===== config.mk =====
export PLATFORM = sky130hd
export DESIGN_NAME = id_ex_hazard_latch_flat
export DESIGN_NICKNAME = d
export VERILOG_FILES = /design/src/rtl/id_ex_hazard_latch_pkg.sv /design/src/rtl/id_ex_hazard_latch_if.sv /design/src/rtl/id_ex_hazard_latch_load_use_detector.sv /design/src/rtl/id_ex_hazard_latch.sv /design/src/flat_wrapper.sv
export SDC_FILE = /design/constraint.sdc
export NUM_CORES = 1
export LEC_CHECK = 0
export BUFFER_PORTS_ARGS = -buffer_cell sky130_fd_sc_hd__buf_2
export CELL_PAD_IN_SITES_DETAIL_PLACEMENT = 1
export CELL_PAD_IN_SITES_GLOBAL_PLACEMENT = 1
export CORE_AREA = 4 4 98 193
export CTS_BUF_LIST = sky130_fd_sc_hd__clkbuf_4
export CTS_CLUSTER_SIZE = 14
export DETAILED_ROUTE_END_ITERATION = 10
export DIE_AREA = 0 0 102 197
export GPL_ROUTABILITY_DRIVEN = 1
export HOLD_SLACK_MARGIN = 0.08
export PLACE_DENSITY = 0.89
export RECOVER_POWER = 100
export SYNTH_ARGS = -nofsm -noshare
export SYNTH_HDL_FRONTEND = slang
export SYNTH_SLANG_ARGS = --single-unit

===== constraint.sdc =====
create_clock -name clk -period 5.2 [get_ports clk]
set_clock_uncertainty 0.2 [all_clocks]
set_input_delay 0.78 -clock clk [delete_from_list [all_inputs] [get_ports clk]]
set_output_delay 0.78 -clock clk [all_outputs]
set_load 0.01 [all_outputs]

===== src/rtl/id_ex_hazard_latch_pkg.sv =====
// ============================================================================
// id_ex_hazard_latch_pkg : shared pipeline types and encodings for ID/EX.
// Revision: 1.0  initial release
// ============================================================================
`default_nettype none

package id_ex_hazard_latch_pkg;

    localparam int NB_DATA  = 32;
    localparam int NB_REG   = 5;
    localparam int NB_ALUOP = 4;
    localparam int NB_CNT   = 16;

    typedef enum logic [1:0] {
        REGDST_RT  = 2'b00,
        REGDST_RD  = 2'b01,
        REGDST_R31 = 2'b10
    } regdst_e;

    typedef enum logic [NB_ALUOP-1:0] {
        ALU_ADD  = 4'h0,
        ALU_SUB  = 4'h1,
        ALU_AND  = 4'h2,
        ALU_OR   = 4'h3,
        ALU_XOR  = 4'h4,
        ALU_NOR  = 4'h5,
        ALU_SLT  = 4'h6,
        ALU_SLL  = 4'h7,
        ALU_SRL  = 4'h8,
        ALU_SRA  = 4'h9,
        ALU_LUI  = 4'hA
    } aluop_e;

    typedef struct packed {
        logic                reg_write;
        logic                mem_read;
        logic                mem_write;
        logic                mem_to_reg;
        logic                alu_src;
        logic [1:0]          reg_dst;
        logic [NB_ALUOP-1:0] alu_op;
    } ctrl_t;

    localparam ctrl_t CTRL_BUBBLE = '0;

endpackage

`default_nettype wire


===== src/rtl/id_ex_hazard_latch_if.sv =====
// ============================================================================
// id_ex_hazard_latch_if : ID-side inputs and EX-side outputs of the ID/EX latch.
// Revision: 1.0  initial release
// ============================================================================
`default_nettype none

interface id_ex_hazard_latch_if #(
    parameter int NB_DATA = 32,
    parameter int NB_REG  = 5,
    parameter int NB_CNT  = 16
);
    import id_ex_hazard_latch_pkg::*;

    logic               enable;
    logic               flush;
    logic               cnt_clear;

    logic               id_valid;
    logic [NB_REG-1:0]  id_rs;
    logic [NB_REG-1:0]  id_rt;
    logic [NB_REG-1:0]  id_rd;
    logic               id_uses_rs;
    logic               id_uses_rt;
    logic [NB_DATA-1:0] id_data_a;
    logic [NB_DATA-1:0] id_data_b;
    logic [NB_DATA-1:0] id_imm;
    ctrl_t              id_ctrl;

    logic               ex_valid;
    logic [NB_REG-1:0]  ex_rs;
    logic [NB_REG-1:0]  ex_rt;
    logic [NB_REG-1:0]  ex_rd;
    logic [NB_DATA-1:0] ex_data_a;
    logic [NB_DATA-1:0] ex_data_b;
    logic [NB_DATA-1:0] ex_imm;
    ctrl_t              ex_ctrl;

    logic               stall;
    logic [NB_CNT-1:0]  stall_cnt;

    modport master (
        output enable, flush, cnt_clear,
        output id_valid, id_rs, id_rt, id_rd, id_uses_rs, id_uses_rt,
        output id_data_a, id_data_b, id_imm, id_ctrl,
        input  ex_valid, ex_rs, ex_rt, ex_rd, ex_data_a, ex_data_b, ex_imm, ex_ctrl,
        input  stall, stall_cnt
    );

    modport slave (
        input  enable, flush, cnt_clear,
        input  id_valid, id_rs, id_rt, id_rd, id_uses_rs, id_uses_rt,
        input  id_data_a, id_data_b, id_imm, id_ctrl,
        output ex_valid, ex_rs, ex_rt, ex_rd, ex_data_a, ex_data_b, ex_imm, ex_ctrl,
        output stall, stall_cnt
    );

endinterface

`default_nettype wire


===== src/rtl/id_ex_hazard_latch_load_use_detector.sv =====
// ============================================================================
// id_ex_hazard_latch_load_use_detector : combinational load-use stall request.
// Revision: 1.0  initial release
// ============================================================================
`default_nettype none

module id_ex_hazard_latch_load_use_detector #(
    parameter int NB_REG = 5
) (
    input  logic              enable,
    input  logic              flush,
    input  logic              ex_valid,
    input  logic              ex_mem_read,
    input  logic [NB_REG-1:0] ex_rt,
    input  logic [NB_REG-1:0] id_rs,
    input  logic [NB_REG-1:0] id_rt,
    input  logic              id_uses_rs,
    input  logic              id_uses_rt,
    output logic              stall
);

    logic rs_hit;
    logic rt_hit;

    assign rs_hit = id_uses_rs & (ex_rt == id_rs);
    assign rt_hit = id_uses_rt & (ex_rt == id_rt);

    // $0 is hardwired, so a load targeting it never produces a dependency
    assign stall = enable & ~flush & ex_valid & ex_mem_read
                 & (ex_rt != '0) & (rs_hit | rt_hit);

endmodule

`default_nettype wire


===== src/rtl/id_ex_hazard_latch.sv =====
// ============================================================================
// id_ex_hazard_latch : ID/EX pipeline register with load-use bubble insertion
//                      and a saturating stall counter for the debug unit.
// Revision: 1.0  initial release
// ============================================================================
`default_nettype none

module id_ex_hazard_latch #(
    parameter int NB_DATA = 32,
    parameter int NB_REG  = 5,
    parameter int NB_CNT  = 16
) (
    input  logic                  clk,
    input  logic                  rst,
    id_ex_hazard_latch_if.slave   bus
);
    import id_ex_hazard_latch_pkg::*;

    logic               stall;
    logic               bubble;

    logic               ex_valid_q;
    logic [NB_REG-1:0]  ex_rs_q;
    logic [NB_REG-1:0]  ex_rt_q;
    logic [NB_REG-1:0]  ex_rd_q;
    logic [NB_DATA-1:0] ex_data_a_q;
    logic [NB_DATA-1:0] ex_data_b_q;
    logic [NB_DATA-1:0] ex_imm_q;
    ctrl_t              ex_ctrl_q;
    logic [NB_CNT-1:0]  stall_cnt_q;

    id_ex_hazard_latch_load_use_detector #(
        .NB_REG (NB_REG)
    ) u_detect (
        .enable      (bus.enable),
        .flush       (bus.flush),
        .ex_valid    (ex_valid_q),
        .ex_mem_read (ex_ctrl_q.mem_read),
        .ex_rt       (ex_rt_q),
        .id_rs       (bus.id_rs),
        .id_rt       (bus.id_rt),
        .id_uses_rs  (bus.id_uses_rs),
        .id_uses_rt  (bus.id_uses_rt),
        .stall       (stall)
    );

    // Flush and stall produce the identical bubble; only stall is counted
    assign bubble = bus.flush | stall;

    always_ff @(posedge clk or posedge rst) begin
        if (rst) begin
            ex_valid_q  <= 1'b0;
            ex_rs_q     <= '0;
            ex_rt_q     <= '0;
            ex_rd_q     <= '0;
            ex_data_a_q <= '0;
            ex_data_b_q <= '0;
            ex_imm_q    <= '0;
            ex_ctrl_q   <= CTRL_BUBBLE;
        end else if (bus.enable) begin
            if (bubble) begin
                ex_valid_q  <= 1'b0;
                ex_rs_q     <= '0;
                ex_rt_q     <= '0;
                ex_rd_q     <= '0;
                ex_data_a_q <= '0;
                ex_data_b_q <= '0;
                ex_imm_q    <= '0;
                ex_ctrl_q   <= CTRL_BUBBLE;
            end else begin
                ex_valid_q  <= bus.id_valid;
                ex_rs_q     <= bus.id_rs;
                ex_rt_q     <= bus.id_rt;
                ex_rd_q     <= bus.id_rd;
                ex_data_a_q <= bus.id_data_a;
                ex_data_b_q <= bus.id_data_b;
                ex_imm_q    <= bus.id_imm;
                ex_ctrl_q   <= bus.id_ctrl;
            end
        end
    end

    // Clear is honoured even while frozen and beats a same-edge increment
    always_ff @(posedge clk or posedge rst) begin
        if (rst) begin
            stall_cnt_q <= '0;
        end else if (bus.cnt_clear) begin
            stall_cnt_q <= '0;
        end else if (bus.enable && stall && (stall_cnt_q != '1)) begin
            stall_cnt_q <= stall_cnt_q + NB_CNT'(1);
        end
    end

    assign bus.ex_valid  = ex_valid_q;
    assign bus.ex_rs     = ex_rs_q;
    assign bus.ex_rt     = ex_rt_q;
    assign bus.ex_rd     = ex_rd_q;
    assign bus.ex_data_a = ex_data_a_q;
    assign bus.ex_data_b = ex_data_b_q;
    assign bus.ex_imm    = ex_imm_q;
    assign bus.ex_ctrl   = ex_ctrl_q;
    assign bus.stall     = stall;
    assign bus.stall_cnt = stall_cnt_q;

endmodule

`default_nettype wire


===== src/flat_wrapper.sv =====
// flat-port wrapper written by rule: the top's interface ports become plain ports
module id_ex_hazard_latch_flat import id_ex_hazard_latch_pkg::*;
#(
    parameter int NB_DATA = 32,
    parameter int NB_REG  = 5,
    parameter int NB_CNT  = 16
)
  (clk, rst, bus_enable, bus_flush, bus_cnt_clear, bus_id_valid, bus_id_rs, bus_id_rt, bus_id_rd, bus_id_uses_rs, bus_id_uses_rt, bus_id_data_a, bus_id_data_b, bus_id_imm, bus_id_ctrl, bus_ex_valid, bus_ex_rs, bus_ex_rt, bus_ex_rd, bus_ex_data_a, bus_ex_data_b, bus_ex_imm, bus_ex_ctrl, bus_stall, bus_stall_cnt);
  id_ex_hazard_latch_if #(.NB_DATA(NB_DATA), .NB_REG(NB_REG), .NB_CNT(NB_CNT)) bus_i ();
  input  logic clk;
  input  logic rst;
  input wire logic [$bits(bus_i.enable)-1:0] bus_enable;
  input wire logic [$bits(bus_i.flush)-1:0] bus_flush;
  input wire logic [$bits(bus_i.cnt_clear)-1:0] bus_cnt_clear;
  input wire logic [$bits(bus_i.id_valid)-1:0] bus_id_valid;
  input wire logic [$bits(bus_i.id_rs)-1:0] bus_id_rs;
  input wire logic [$bits(bus_i.id_rt)-1:0] bus_id_rt;
  input wire logic [$bits(bus_i.id_rd)-1:0] bus_id_rd;
  input wire logic [$bits(bus_i.id_uses_rs)-1:0] bus_id_uses_rs;
  input wire logic [$bits(bus_i.id_uses_rt)-1:0] bus_id_uses_rt;
  input wire logic [$bits(bus_i.id_data_a)-1:0] bus_id_data_a;
  input wire logic [$bits(bus_i.id_data_b)-1:0] bus_id_data_b;
  input wire logic [$bits(bus_i.id_imm)-1:0] bus_id_imm;
  input wire logic [$bits(bus_i.id_ctrl)-1:0] bus_id_ctrl;
  output wire logic [$bits(bus_i.ex_valid)-1:0] bus_ex_valid;
  output wire logic [$bits(bus_i.ex_rs)-1:0] bus_ex_rs;
  output wire logic [$bits(bus_i.ex_rt)-1:0] bus_ex_rt;
  output wire logic [$bits(bus_i.ex_rd)-1:0] bus_ex_rd;
  output wire logic [$bits(bus_i.ex_data_a)-1:0] bus_ex_data_a;
  output wire logic [$bits(bus_i.ex_data_b)-1:0] bus_ex_data_b;
  output wire logic [$bits(bus_i.ex_imm)-1:0] bus_ex_imm;
  output wire logic [$bits(bus_i.ex_ctrl)-1:0] bus_ex_ctrl;
  output wire logic [$bits(bus_i.stall)-1:0] bus_stall;
  output wire logic [$bits(bus_i.stall_cnt)-1:0] bus_stall_cnt;
  assign bus_i.enable = bus_enable;
  assign bus_i.flush = bus_flush;
  assign bus_i.cnt_clear = bus_cnt_clear;
  assign bus_i.id_valid = bus_id_valid;
  assign bus_i.id_rs = bus_id_rs;
  assign bus_i.id_rt = bus_id_rt;
  assign bus_i.id_rd = bus_id_rd;
  assign bus_i.id_uses_rs = bus_id_uses_rs;
  assign bus_i.id_uses_rt = bus_id_uses_rt;
  assign bus_i.id_data_a = bus_id_data_a;
  assign bus_i.id_data_b = bus_id_data_b;
  assign bus_i.id_imm = bus_id_imm;
  assign bus_i.id_ctrl = bus_id_ctrl;
  assign bus_ex_valid = bus_i.ex_valid;
  assign bus_ex_rs = bus_i.ex_rs;
  assign bus_ex_rt = bus_i.ex_rt;
  assign bus_ex_rd = bus_i.ex_rd;
  assign bus_ex_data_a = bus_i.ex_data_a;
  assign bus_ex_data_b = bus_i.ex_data_b;
  assign bus_ex_imm = bus_i.ex_imm;
  assign bus_ex_ctrl = bus_i.ex_ctrl;
  assign bus_stall = bus_i.stall;
  assign bus_stall_cnt = bus_i.stall_cnt;
  id_ex_hazard_latch #(.NB_DATA(NB_DATA), .NB_REG(NB_REG), .NB_CNT(NB_CNT)) u_core (.clk(clk), .rst(rst), .bus(bus_i));
endmodule

* After elaboration in Yosys (flattened, before gate mapping)
Cells that the tools add are included. W data, S select, Z words.
Storage, ports and cells: word-level logic and storage cells 43, register bits 139, output and inout port bits 140, input bits 130
Cells by class: bitwise logic cells 10, eq/ne operators 3, reductions and logical operators 4, add/sub/neg operators 1, multiplexer cells 10
Operator list (number):
- $mux W32 | 3
- $mux W16 | 2
- $add A16 B1 Y16 const B | 1
- $ne A16 B16 Y1 const B | 1
- $mux W5 | 3
- $mux W11 | 1
- $eq A5 B5 Y1 | 2
- $and A1 B1 Y1 | 7
- $reduce_bool A5 Y1 | 1
- $logic_and A1 B1 Y1 | 2
- $or A1 B1 Y1 | 2
- $reduce_bool A2 Y1 | 1
- $mux W1 | 1
- $not A1 Y1 | 1

* Depth between registers and ports, before layout
Gate-level depths: netlist (run 1).
depth after elaboration 10, gate-level depth with buffers 8, gate-level depth less buffers 6

* Modules after synthesis
Synthesis (run 1) repeated with hierarchy kept, for this count alone.
Second synthesis, totals: cells, all modules 639, area total of the unflattened synthesis 5856.9 µm²
By module, submodules not included:
- id_ex_hazard_latch | cells an instance 621, area an instance 5714.2 µm², sequential area each 3478.3 µm², instances 1
- id_ex_hazard_latch_load_use_detector | cells an instance 18, area an instance 142.6 µm², sequential area each 0.0 µm², instances 1

* Worst setup path after synthesis (run 1)
No wires, ideal clock.
path type input -> output, from in bus_id_rt[4], to out bus_stall, path slack 2348 ps, arrival time 1872 ps, required time 4220 ps, cell stages on the path 6, buffers on the path 2, cells stage by stage xor2_1 nor4_1 a32oi_1 buf_2 clkbuf_1 nor2_1
Between the ends: cells in the longest elaborated chain, start to end 4
Ends and longest elaborated chain:
- from (decl) | RTL line flat_wrapper.sv:17 | input wire logic [$bits(bus_i.id_rt)-1:0] bus_id_rt;
- $eq A5 B5 Y1 | RTL line id_ex_hazard_latch_load_use_detector.sv:26 | assign rt_hit = id_uses_rt & (ex_rt == id_rt);
- $and A1 B1 Y1 | RTL line id_ex_hazard_latch_load_use_detector.sv:26
- $or A1 B1 Y1 | RTL line id_ex_hazard_latch_load_use_detector.sv:30 | & (ex_rt != '0) & (rs_hit | rt_hit);
- $and A1 B1 Y1 | RTL line id_ex_hazard_latch_load_use_detector.sv:30
- to (decl) | RTL line flat_wrapper.sv:33 | output wire logic [$bits(bus_i.stall)-1:0] bus_stall;
No other way between the ends.

* Worst setup path after layout (run 1)
from reg u_core.ex_rt_q[2] (netlist: u_core.bus.ex_rt[2]), to out bus_stall
Between the ends: cells in the longest elaborated chain, start to end 4, elaborated cells between the ends (all ways) 8, classes of those cells eq/ne (2); bitwise (5); reduce/logical (1)
Ends and longest elaborated chain:
- from (decl) | RTL line id_ex_hazard_latch.sv:24 | logic [NB_REG-1:0] ex_rt_q;
- from (signal assigned) | RTL line id_ex_hazard_latch.sv:73 | ex_rt_q <= bus.id_rt;
- $eq A5 B5 Y1, on equally long branches | RTL line id_ex_hazard_latch_load_use_detector.sv:25, id_ex_hazard_latch_load_use_detector.sv:26
- $and A1 B1 Y1, on equally long branches | RTL line id_ex_hazard_latch_load_use_detector.sv:25, id_ex_hazard_latch_load_use_detector.sv:26
- $or A1 B1 Y1 | RTL line id_ex_hazard_latch_load_use_detector.sv:30
- $and A1 B1 Y1 (*) | RTL line id_ex_hazard_latch_load_use_detector.sv:30
Mark *: on every way between the ends. The rest lies on a longest branch, timed or not.

==> impl_metrics.csv, run 1 <==
group,metric,value,unit
power,p_per_area,306,nW/um2
power,vdd.ir_drop.worst,0.143,mV
die,fp.dieW,102,um
die,core,17400,um2
drt,drtIter0Drc,129,
synth,synth.top_cell.area_share,57.6,%
synth,seq_area_frac_synth,57.6,%
sta,hold_viol,0,
synth,postSynthCellCount,655,
die,num_io_pins,270,
global_routing,antenna_found_initial,2,
layout,area_growth,26.3,%
setup_path,worstSetupPathType,"reg2out",
power,pwr-share-comb,15.1,%
synth,synth.avg_cell_area,9.23,um2
cts,clockBufferDepth,2,
setup_path,critPathArrivalTime,2.37,ns
sta,min_period_over_period,64.3,%
drt,vias,5550,
synth,ys_ff_latch,139,
sta,setup_tns,0,ns
setup_path,crit_path_end_kind,"primary output",
place,gp_congestion,0.832,
sta,fmax,0.299,GHz
power,clockPowerShare,33.4,%
drt,via_per_inst,4.94,
setup_path,critical_path.top_delay_family,"simple AND/OR/NAND/NOR gates",
setup_path,cp_slowest_stage_delay,0.58,ns
global_routing,overflow,0,
die,die_area,20100,um2
cts,path_clk_slew,0.13,ns
setup_path,crit_path_cell_trace,"or4_1 -> o21ai_0 -> nor2_1 -> clkbuf_1",
sta,slew_violations,41,
sta,finalSetupViolCount,0,
global_routing,grt_first_pass_wirelength,30600,um
place,port-buffer-count,269,
sta,rsz0062_at_grt,"no",
global_routing,grt_max_degree,124,
global_routing,grt_pass1_vias,6020,
power,internal_power,1.66,mW
run_status,violations,"max-capacitance violations, max-slew violations",
setup_path,worstPathMaxFanout,5,
power,power_frac_seq,51.5,%
synth,yosysTopAreaCell,"dfrtp_1",
sta,relSlewSlack,-49.6,%
sta,period_minus_slack,3.35,ns
sta,holdWs,0.230,ns
cts,postCtsSetupBuffers,0,
drt,avgRoutedWirePerCell,17.5,um
setup_path,startpoint_type,"flip-flop",
place,hpwlAfterDp,14400,um
die,initial_core_util,34.8,%
setup_path,required,4.22,ns
place,dpl.cell_count,1090,
drt,ant_nets,0,
global_routing,grt_use_total,19.6,%
synth,yosys-top-cells-area,"dfrtp_1, o22ai_1, nand2_1",
place,placed_cell_area,7510,um2
cts,cts_made_buffers,17,
layout,finalNetCount,1030,
layout,drive_gt1_share,18.2,%
synth,yosysWarnings,0,
cts,cts-resized-gates,0,
synth,synth.distinct_cells,33,
power,power_switching,0.668,mW
layout,design_area,7630,um2
drt,drc,0,
cts,cts_root_buffer,"clkbuf_4",
drt,routed_wl,19600,um
setup_path,critPathSlowestCell,"o21ai_0",
power,switching_share,28.6,%
synth,synth_fp_nets,786,
die,die_h,197,um
sta,tightest_slew,2.24,ns
cts,insertion_delay,0.54,ns
drt,dr.pass1.iters,4,
cts,cts_tree,"yes",
cts,htreeDepth,4,
min_path,holdCritPathClass,"in2async",
die,rows,68,
cts,cts_sinks,139,
synth,syn_area,6040,um2
power,leakage,3.57,nW
layout,instances_no_fill,1123,
run_status,status,"complete, but fails checks",
job,cap_violations,1,
cts,holdBufCountCts,0,
setup_path,cp_num_buf_inv,1,
[sequential cells by signal, indices dropped and copies added (netlist names)]
register,flops
u_core.bus.ex_rd,5
u_core.bus.ex_rt,5
u_core.bus.ex_data_a,32
u_core.bus.ex_ctrl,11
u_core.bus.ex_rs,5
u_core.bus.stall_cnt,16
u_core.bus.ex_data_b,32
u_core.bus.ex_valid,1
u_core.bus.ex_imm,32
[per-stage QoR]
stage / setup WS [ns] / util [%] / power (mW)
floorplan: 0.495 / - / 1.41
global placement: 2.29 / 43.3 / 1.58
detailed placement: 2.25 / 43.3 / 1.60
CTS: 2.03 / 45.1 / 2.40
global route: 1.47 / 44.0 / 2.47
finish: 1.85 / 44.0 / 2.33
[final timing paths]
path,startpoint,to,slack [ns],cells past startpoint
worst max-delay path,u_core.bus.ex_rt[2],bus_stall,1.85,4
worst min-delay path,rst,u_core.bus.ex_data_a[29],0.23,2
worst max register to register,u_core.bus.ex_rt[2],u_core.bus.stall_cnt[13],2.08,5
worst min register to register,u_core.bus.ex_imm[26],u_core.bus.ex_imm[26],0.33,2
max in group asynchronous,rst,u_core.bus.ex_imm[21],1.97,3
min in group clk,bus_id_imm[28],u_core.bus.ex_imm[28],0.27,3
[kinds of logic after synthesis]
family / Yosys count / share of synthesized area, %
buffers and inverters: 174 / 11.3
muxes: 3 / 0.538
DFF: 139 / 57.6
xor gates and xnor gates: 10 / 1.45
adders and majority gates: 1 / 0.207
and+or+nand+nor: 175 / 12.7
AOI/OAI and AO/OA: 153 / 16.2
[synth_stat cells, drive strengths merged]
library cell	count
dfrtp	139
nand2	129
inv	125
o22ai	123
clkbuf	35
buf	14
or4	14
a21oi	13
o31ai	13
nand3	8
xor2	8
nor2	7
nand4	4
nor4	3
and2	2
and3	2
mux2	2
nand2b	2
nor2b	2
xnor2	2
a32oi	1
a41o	1
and4b	1
ha	1
mux2i	1
nor3	1
o21ai	1
o21bai	1
[area by class of cell]
cell class              count  area, um2
repair buffers            274       1220
clock buffers              18        135
well taps                 210        263
flip-flops and latches    139       3480
inverters                 125        474
diodes                      2       5.00
fillers                  2199       9730
clock inverters            13        176
multi-input cells         342       1880
[cell usage in the layout (no fill, tap or decap), drive strengths merged]
master / instances
a21oi: 13
a32oi: 1
a41o: 1
and2: 2
and3: 2
and4b: 1
buf: 132
bufinv: 4
clkbuf: 160
clkinv: 7
clkinvlp: 2
dfrtp: 139
diode: 2
ha: 1
inv: 125
mux2: 2
mux2i: 1
nand2: 129
nand2b: 2
nand3: 8
nand4: 4
nor2: 7
nor2b: 2
nor3: 1
nor4: 3
o21ai: 1
o21bai: 1
o22ai: 123
o31ai: 13
or4: 14
xnor2: 2
xor2: 8
[worst register-to-register path: cells and delay by family (launching register included)]
family | cells | cell delay, ns
AOI/OAI and AO/OA | 2 | 1.31
muxes | 1 | 0.37
and+or+nand+nor | 2 | 0.66
DFF | 1 | 0.47
[power by group through the flow]
stage	registers (mW)	logic [mW]	clock network, mW
5_1_grt	1.21	0.396	0.861
6_report	1.20	0.353	0.779
3_3_place_gp	1.22	0.369	0
3_5_place_dp	1.22	0.383	0
4_1_cts	1.20	0.383	0.816
2_1_floorplan	1.25	0.159	0
[per-layer routing]
layer	track usage (%)	routed length [um]	vias to the layer above
met3	4.57	1030	48
li1	-	-	2667
met5	0	0	-
met2	35.8	11000	185
met4	10.4	791	0
met1	20.1	6850	2650
Note: power is estimated with default switching activity, not from simulation.
==> run 2, diff against run 1 <==
==> constraint.sdc (replaced) <==
create_clock -name clk -period 3.4 [get_ports clk]
set_clock_uncertainty 0.2 [all_clocks]
set_input_delay 0.51 -clock clk [delete_from_list [all_inputs] [get_ports clk]]
set_output_delay 0.51 -clock clk [all_outputs]
set_load 0.01 [all_outputs]
==> impl_metrics.csv, run 2 (synthesis gave the netlist of run 1 again) <==
group,metric,value,unit
run_status,status,"complete, but fails checks",
run_status,violations,"max-capacitance violations, max-slew violations",
die,rows,68,
layout,fillerInstances,2110,
drt,avgRoutedWirePerCell,20.3,um
cts,cts-resized-gates,0,
drt,vias,6430,
setup_path,startpoint_type,"input port",
die,fp.dieW,102,um
sta,period_minus_slack,3.10,ns
power,p_per_area,417,nW/um2
power,power_frac_seq,50.2,%
setup_path,required,3.56,ns
sta,fin_ws,0.302,ns
global_routing,use_met3,5.74,%
sta,finalSetupViolCount,0,
global_routing,grt_first_pass_wirelength,39000,um
place,hpwlAfterDp,13700,um
global_routing,overflow,0,
power,total_power,3.69,mW
drt,drc,0,
setup_path,worstSetupPathType,"in2reg",
place,gp_congestion,0.788,
drt,routed_wl,25400,um
global_routing,grt_pass1_vias,7248,
setup_path,reg2reg_to,"u_core.bus.ex_ctrl[3]",
drt,ant_nets,0,
global_routing,use_met2,47.5,%
die,num_io_pins,270,
die,die_area,20100,um2
layout,final_cell_mix,"clkbuf_1, dfrtp_1, nand2_1",
layout,design_area,8850,um2
place,port-buffer-count,269,
cts,cts_tree,"yes",
power,pwr-share-comb,18.8,%
layout,final_common_cell,"clkbuf_1",
cts,postCtsSetupBuffers,0,
sta,slew_violations,140,
cts,htreeDepth,4,
global_routing,met1_usage,23.6,%
setup_path,reg2reg_depth,7,
sta,hold_viol,0,
setup_path,timing.rr.start,"u_core.bus.ex_rt[0]",
min_path,worstHoldPathCells,2,
place,dp_worst_setup_slack,0.615,ns
cts,insertion_delay,0.54,ns
job,cap_violations,1,
min_path,worstHoldEndpoint,"u_core.bus.stall_cnt[12]",
min_path,min-delay-start,"bus_cnt_clear",
setup_path,reg2reg_slack,0.43,ns
setup_path,worstPathMaxFanout,67,
drt,via_per_inst,5.14,
power,leakage,4.06,nW
layout,finalNetCount,1154,
layout,area_growth,46.4,%
layout,drive_gt1_share,16.0,%
layout,regArea,3480,um2
drt,dr.pass1.iters,4,
layout,multiInputGateArea,1870,um2
drt,drtIter0Drc,203,
cts,cts_root_buffer,"clkbuf_4",
global_routing,grt_max_degree,247,
place,placed_cell_area,7530,um2
sta,min_period_over_period,91.1,%
power,switching_share,30.8,%
power,power_switching,1.13,mW
die,die_h,197,um
sta,rsz0062_at_grt,"no",
global_routing,globalRoute.busiestLayer,"met2",
cts,path_clk_slew,0.13,ns
sta,tightest_slew,1.99,ns
power,internal_power,2.55,mW
global_routing,antenna_found_initial,6,
sta,relSlewSlack,-32.6,%
setup_path,critPathArrivalTime,3.26,ns
min_path,holdCritPathClass,"in2reg",
cts,cts_sinks,139,
setup_path,crit_path_end_kind,"flip-flop",
power,vdd.ir_drop.worst,0.332,mV
die,initial_core_util,34.8,%
die,core,17400,um2
global_routing,grt_use_total,25.4,%
cts,holdBufCountCts,124,
sta,setup_tns,0,ns
cts,clockBufferDepth,2,
sta,fmax,0.323,GHz
cts,cts_made_buffers,17,
power,clockPowerShare,31.0,%
## run 2: cell types whose count changed in the layout (fill, tap and decap cells not counted), moves of 2 or more
| cell | previous run | this run |
|---|---|---|
| clkinvlp_4 | 2 | 5 |
| clkinv_1 | 1 | 3 |
| dlygate4sd3_1 | 0 | 124 |
| clkinv_4 | 2 | 0 |
| diode_2 | 2 | 6 |
## run 2: worst max-delay path, cell delays in order
cell and delay (ns):
dlygate4sd3_1 0.54, clkbuf_1 0.13, xor2_1 0.17, nor4_1 0.33
a32oi_1 0.15, buf_4 0.24, o21bai_1 0.19, clkbuf_4 0.69
o22ai_1 0.28
## run 2: metal layers
layer	routed length (um)	part of all wire (%)
met5	0	0
met4	1360	5.4
met3	1350	5.3
met2	14500	57
met1	8270	32
## run 2: through the flow
stage               std cells  utilization, %  hold slack (ns)
finish                   1252            51.0            0.177
global route             1252            51.0            0.132
CTS                      1246            52.2            0.114
detailed placement       1090            43.4            0.316
global placement         1090            43.4            0.310
floorplan                 655               -            0.317
## run 2: power by group through the flow
stage	combinational [mW]	sequential, mW	clock [mW]
global placement	0.566	1.86	0
detailed placement	0.584	1.86	0
finish	0.694	1.85	1.14
CTS	0.702	1.83	1.17
global route	0.758	1.86	1.24
floorplan	0.243	1.92	0
## run 2: cell type report
class / instances / area share, %
well taps: 210 / 2.97
clock inverters: 15 / 1.77
repair buffers: 398 / 27.9
inverters: 125 / 5.35
diodes: 6 / 0.170
multi-input cells: 342 / 21.1
flip-flops and latches: 139 / 39.3
clock buffers: 17 / 1.44
## run 2: how the worst max path moves through the flow
stage	slack (ns)	endpoint	startpoint	cells past startpoint
3_3_place_gp	0.74	u_core.bus.ex_data_a[17]	bus_id_rt[4]	8
2_1_floorplan	0.95	u_core.bus.ex_ctrl[0]	rst	1
3_5_place_dp	0.62	u_core.bus.ex_data_a[6]	bus_id_rt[0]	8
5_1_grt	0.20	u_core.bus.ex_ctrl[3]	bus_id_rt[0]	9
4_1_cts	0.36	bus_stall	bus_id_rt[4]	8
6_report	0.30	u_core.bus.ex_ctrl[3]	bus_id_rt[0]	9
==> run 3, diff against run 2 <==
--- a/config.mk
+++ b/config.mk
@@ -14,7 +14,7 @@
 export DETAILED_ROUTE_END_ITERATION = 10
 export DIE_AREA = 0 0 102 197
 export GPL_ROUTABILITY_DRIVEN = 1
-export HOLD_SLACK_MARGIN = 0.08
+export HOLD_SLACK_MARGIN = 0.03
 export PLACE_DENSITY = 0.89
 export RECOVER_POWER = 100
 export SYNTH_ARGS = -nofsm -noshare
==> constraint.sdc (replaced) <==
create_clock -name clk -period 3.1 [get_ports clk]
set_clock_uncertainty 0.2 [all_clocks]
set_input_delay 0.465 -clock clk [delete_from_list [all_inputs] [get_ports clk]]
set_output_delay 0.465 -clock clk [all_outputs]
set_load 0.01 [all_outputs]
==> impl_metrics.csv, run 3 (synthesis gave the netlist of run 1 again) <==
group,metric,value,unit
sta,tightest_slew,1.97,ns
cts,cts_sinks,139,
global_routing,overflow,0,
power,internal_power,2.90,mW
die,num_io_pins,270,
cts,cts_root_buffer,"clkbuf_4",
sta,finalSetupViolCount,0,
setup_path,required,2.43,ns
job,cap_violations,1,
place,port-buffer-count,269,
drt,avgRoutedWirePerCell,20.7,um
layout,fin_util,51.6,%
sta,relSlewSlack,-31.6,%
power,power_frac_seq,48.7,%
sta,min_period_over_period,94.0,%
setup_path,cp_num_buf_inv,4,
global_routing,globalRoute.busiestLayer,"met2",
place,hpwlAfterDp,13900,um
global_routing,grt_pass1_vias,7273,
die,fp.dieW,102,um
min_path,holdCritPathClass,"in2reg",
die,die_h,197,um
setup_path,startpoint_type,"input port",
layout,area_growth,48.2,%
power,pwr-share-comb,18.6,%
place,dpl.cell_count,1090,
global_routing,use_met2,46.6,%
place,placed_cell_area,7530,um2
setup_path,critPathSlowestCell,"dlygate4sd3_1",
cts,path_clk_slew,0.14,ns
run_status,status,"complete, but fails checks",
cts,insertion_delay,0.53,ns
setup_path,worstPathMaxFanout,15,
power,total_power,4.17,mW
die,rows,68,
layout,design_area,8960,um2
power,clockPowerShare,32.7,%
power,switching_share,30.3,%
global_routing,antenna_found_initial,7,
sta,setup_tns,0,ns
drt,dr.pass1.iters,6,
die,die_area,20100,um2
setup_path,cp_slowest_stage_delay,0.55,ns
cts,htreeDepth,4,
layout,instances_no_fill,1256,
sta,slew_violations,140,
layout,final_cell_mix,"clkbuf_1, dfrtp_1, nand2_1",
run_status,violations,"max-capacitance violations, max-slew violations",
cts,cts_tree,"yes",
setup_path,worstSetupPathType,"in2out",
drt,routed_wl,26000,um
setup_path,cpMostUsedCell,"buf_2",
global_routing,grt_use_total,25.8,%
drt,drtIter0Drc,267,
drt,vias,6448,
global_routing,grt_max_degree,247,
global_routing,met1_usage,25.2,%
setup_path,crit_path_end_kind,"primary output",
die,initial_core_util,34.8,%
setup_path,critPathArrivalTime,2.25,ns
place,gp_congestion,0.806,
sta,rsz0062_at_grt,"no",
die,core,17400,um2
sta,holdWs,0.138,ns
global_routing,grt_first_pass_wirelength,39700,um
power,vdd.ir_drop.worst,0.272,mV
power,power_switching,1.26,mW
layout,drive_gt1_share,16.7,%
power,leakage,4.11,nW
layout,final_common_cell,"clkbuf_1",
layout,finalNetCount,1157,
setup_path,critical_path.top_delay_family,"buffers and inverters",
place,dp_worst_setup_slack,0.568,ns
sta,fmax,0.343,GHz
sta,fin_ws,0.186,ns
cts,cts_made_buffers,17,
global_routing,use_met3,6.02,%
sta,hold_viol,0,
drt,drc,0,
power,p_per_area,465,nW/um2
sta,period_minus_slack,2.91,ns
drt,ant_nets,0,
setup_path,crit_path_cell_trace,"dlygate4sd3_1 -> buf_2 -> xor2_1 -> nor4_2 -> a32oi_2 -> buf_6 -> nor2_1 -> buf_2",
drt,via_per_inst,5.13,
cts,clockBufferDepth,2,
## run 3: changes by cell type in the layout (fill, tap and decap cells not counted), moves of 2 or more
cell | previous run | this run
clkinv_4 | 0 | 4
clkinv_1 | 3 | 0
buf_4 | 2 | 0
clkbuf_1 | 142 | 144
clkinvlp_4 | 5 | 3
## run 3: final timing paths
kind,slack [ns],to,from,depth (start not counted)
worst max-delay path,0.19,bus_stall,bus_id_rs[2],8
worst min-delay path,0.14,u_core.bus.stall_cnt[7],bus_cnt_clear,2
worst max register to register,0.32,u_core.bus.ex_data_a[8],u_core.bus.ex_rt[0],7
worst min register to register,0.34,u_core.bus.ex_data_b[29],u_core.bus.ex_data_b[29],2
max in group asynchronous,0.44,u_core.bus.ex_data_b[27],rst,4
min in group asynchronous,0.96,u_core.bus.stall_cnt[9],rst,4
## run 3: layout make-up
type	instances	area, um2
multi-input combinational	342	1910
clock inverter	15	199
sequential	139	3480
antenna	7	17.5
fill	2117	8400
inverter	125	473
tap	210	263
clock buffer	17	128
timing repair buffer	401	2490
## run 3: what timing repair did
| action | 4_1_cts | 5_1_grt |
|---|---|---|
| hold buffers | 124 | 0 |
| gates resized for setup | 0 | 3 |
| endpoints found under the setup margin | 0 | 1 |
| buffers inserted | 0 | 2 |
| hold endpoints to repair | 262 | 0 |
## run 3: layer usage
layer  share of wire [%]  wire, um  up-vias
met1                  33      8530     3138
li1                    -         -     2929
met3                 5.2      1360      103
met4                 6.4      1670        0
met5                   0         0        -
met2                  56     14500      278
## run 3: power groups by stage
stage | logic [mW] | registers [mW] | clock network (mW)
final | 0.776 | 2.03 | 1.36
after global routing | 0.842 | 2.04 | 1.48
after CTS | 0.771 | 2.01 | 1.39
after detailed placement | 0.641 | 2.05 | 0
after global placement | 0.617 | 2.04 | 0
after floorplan | 0.267 | 2.10 | 0
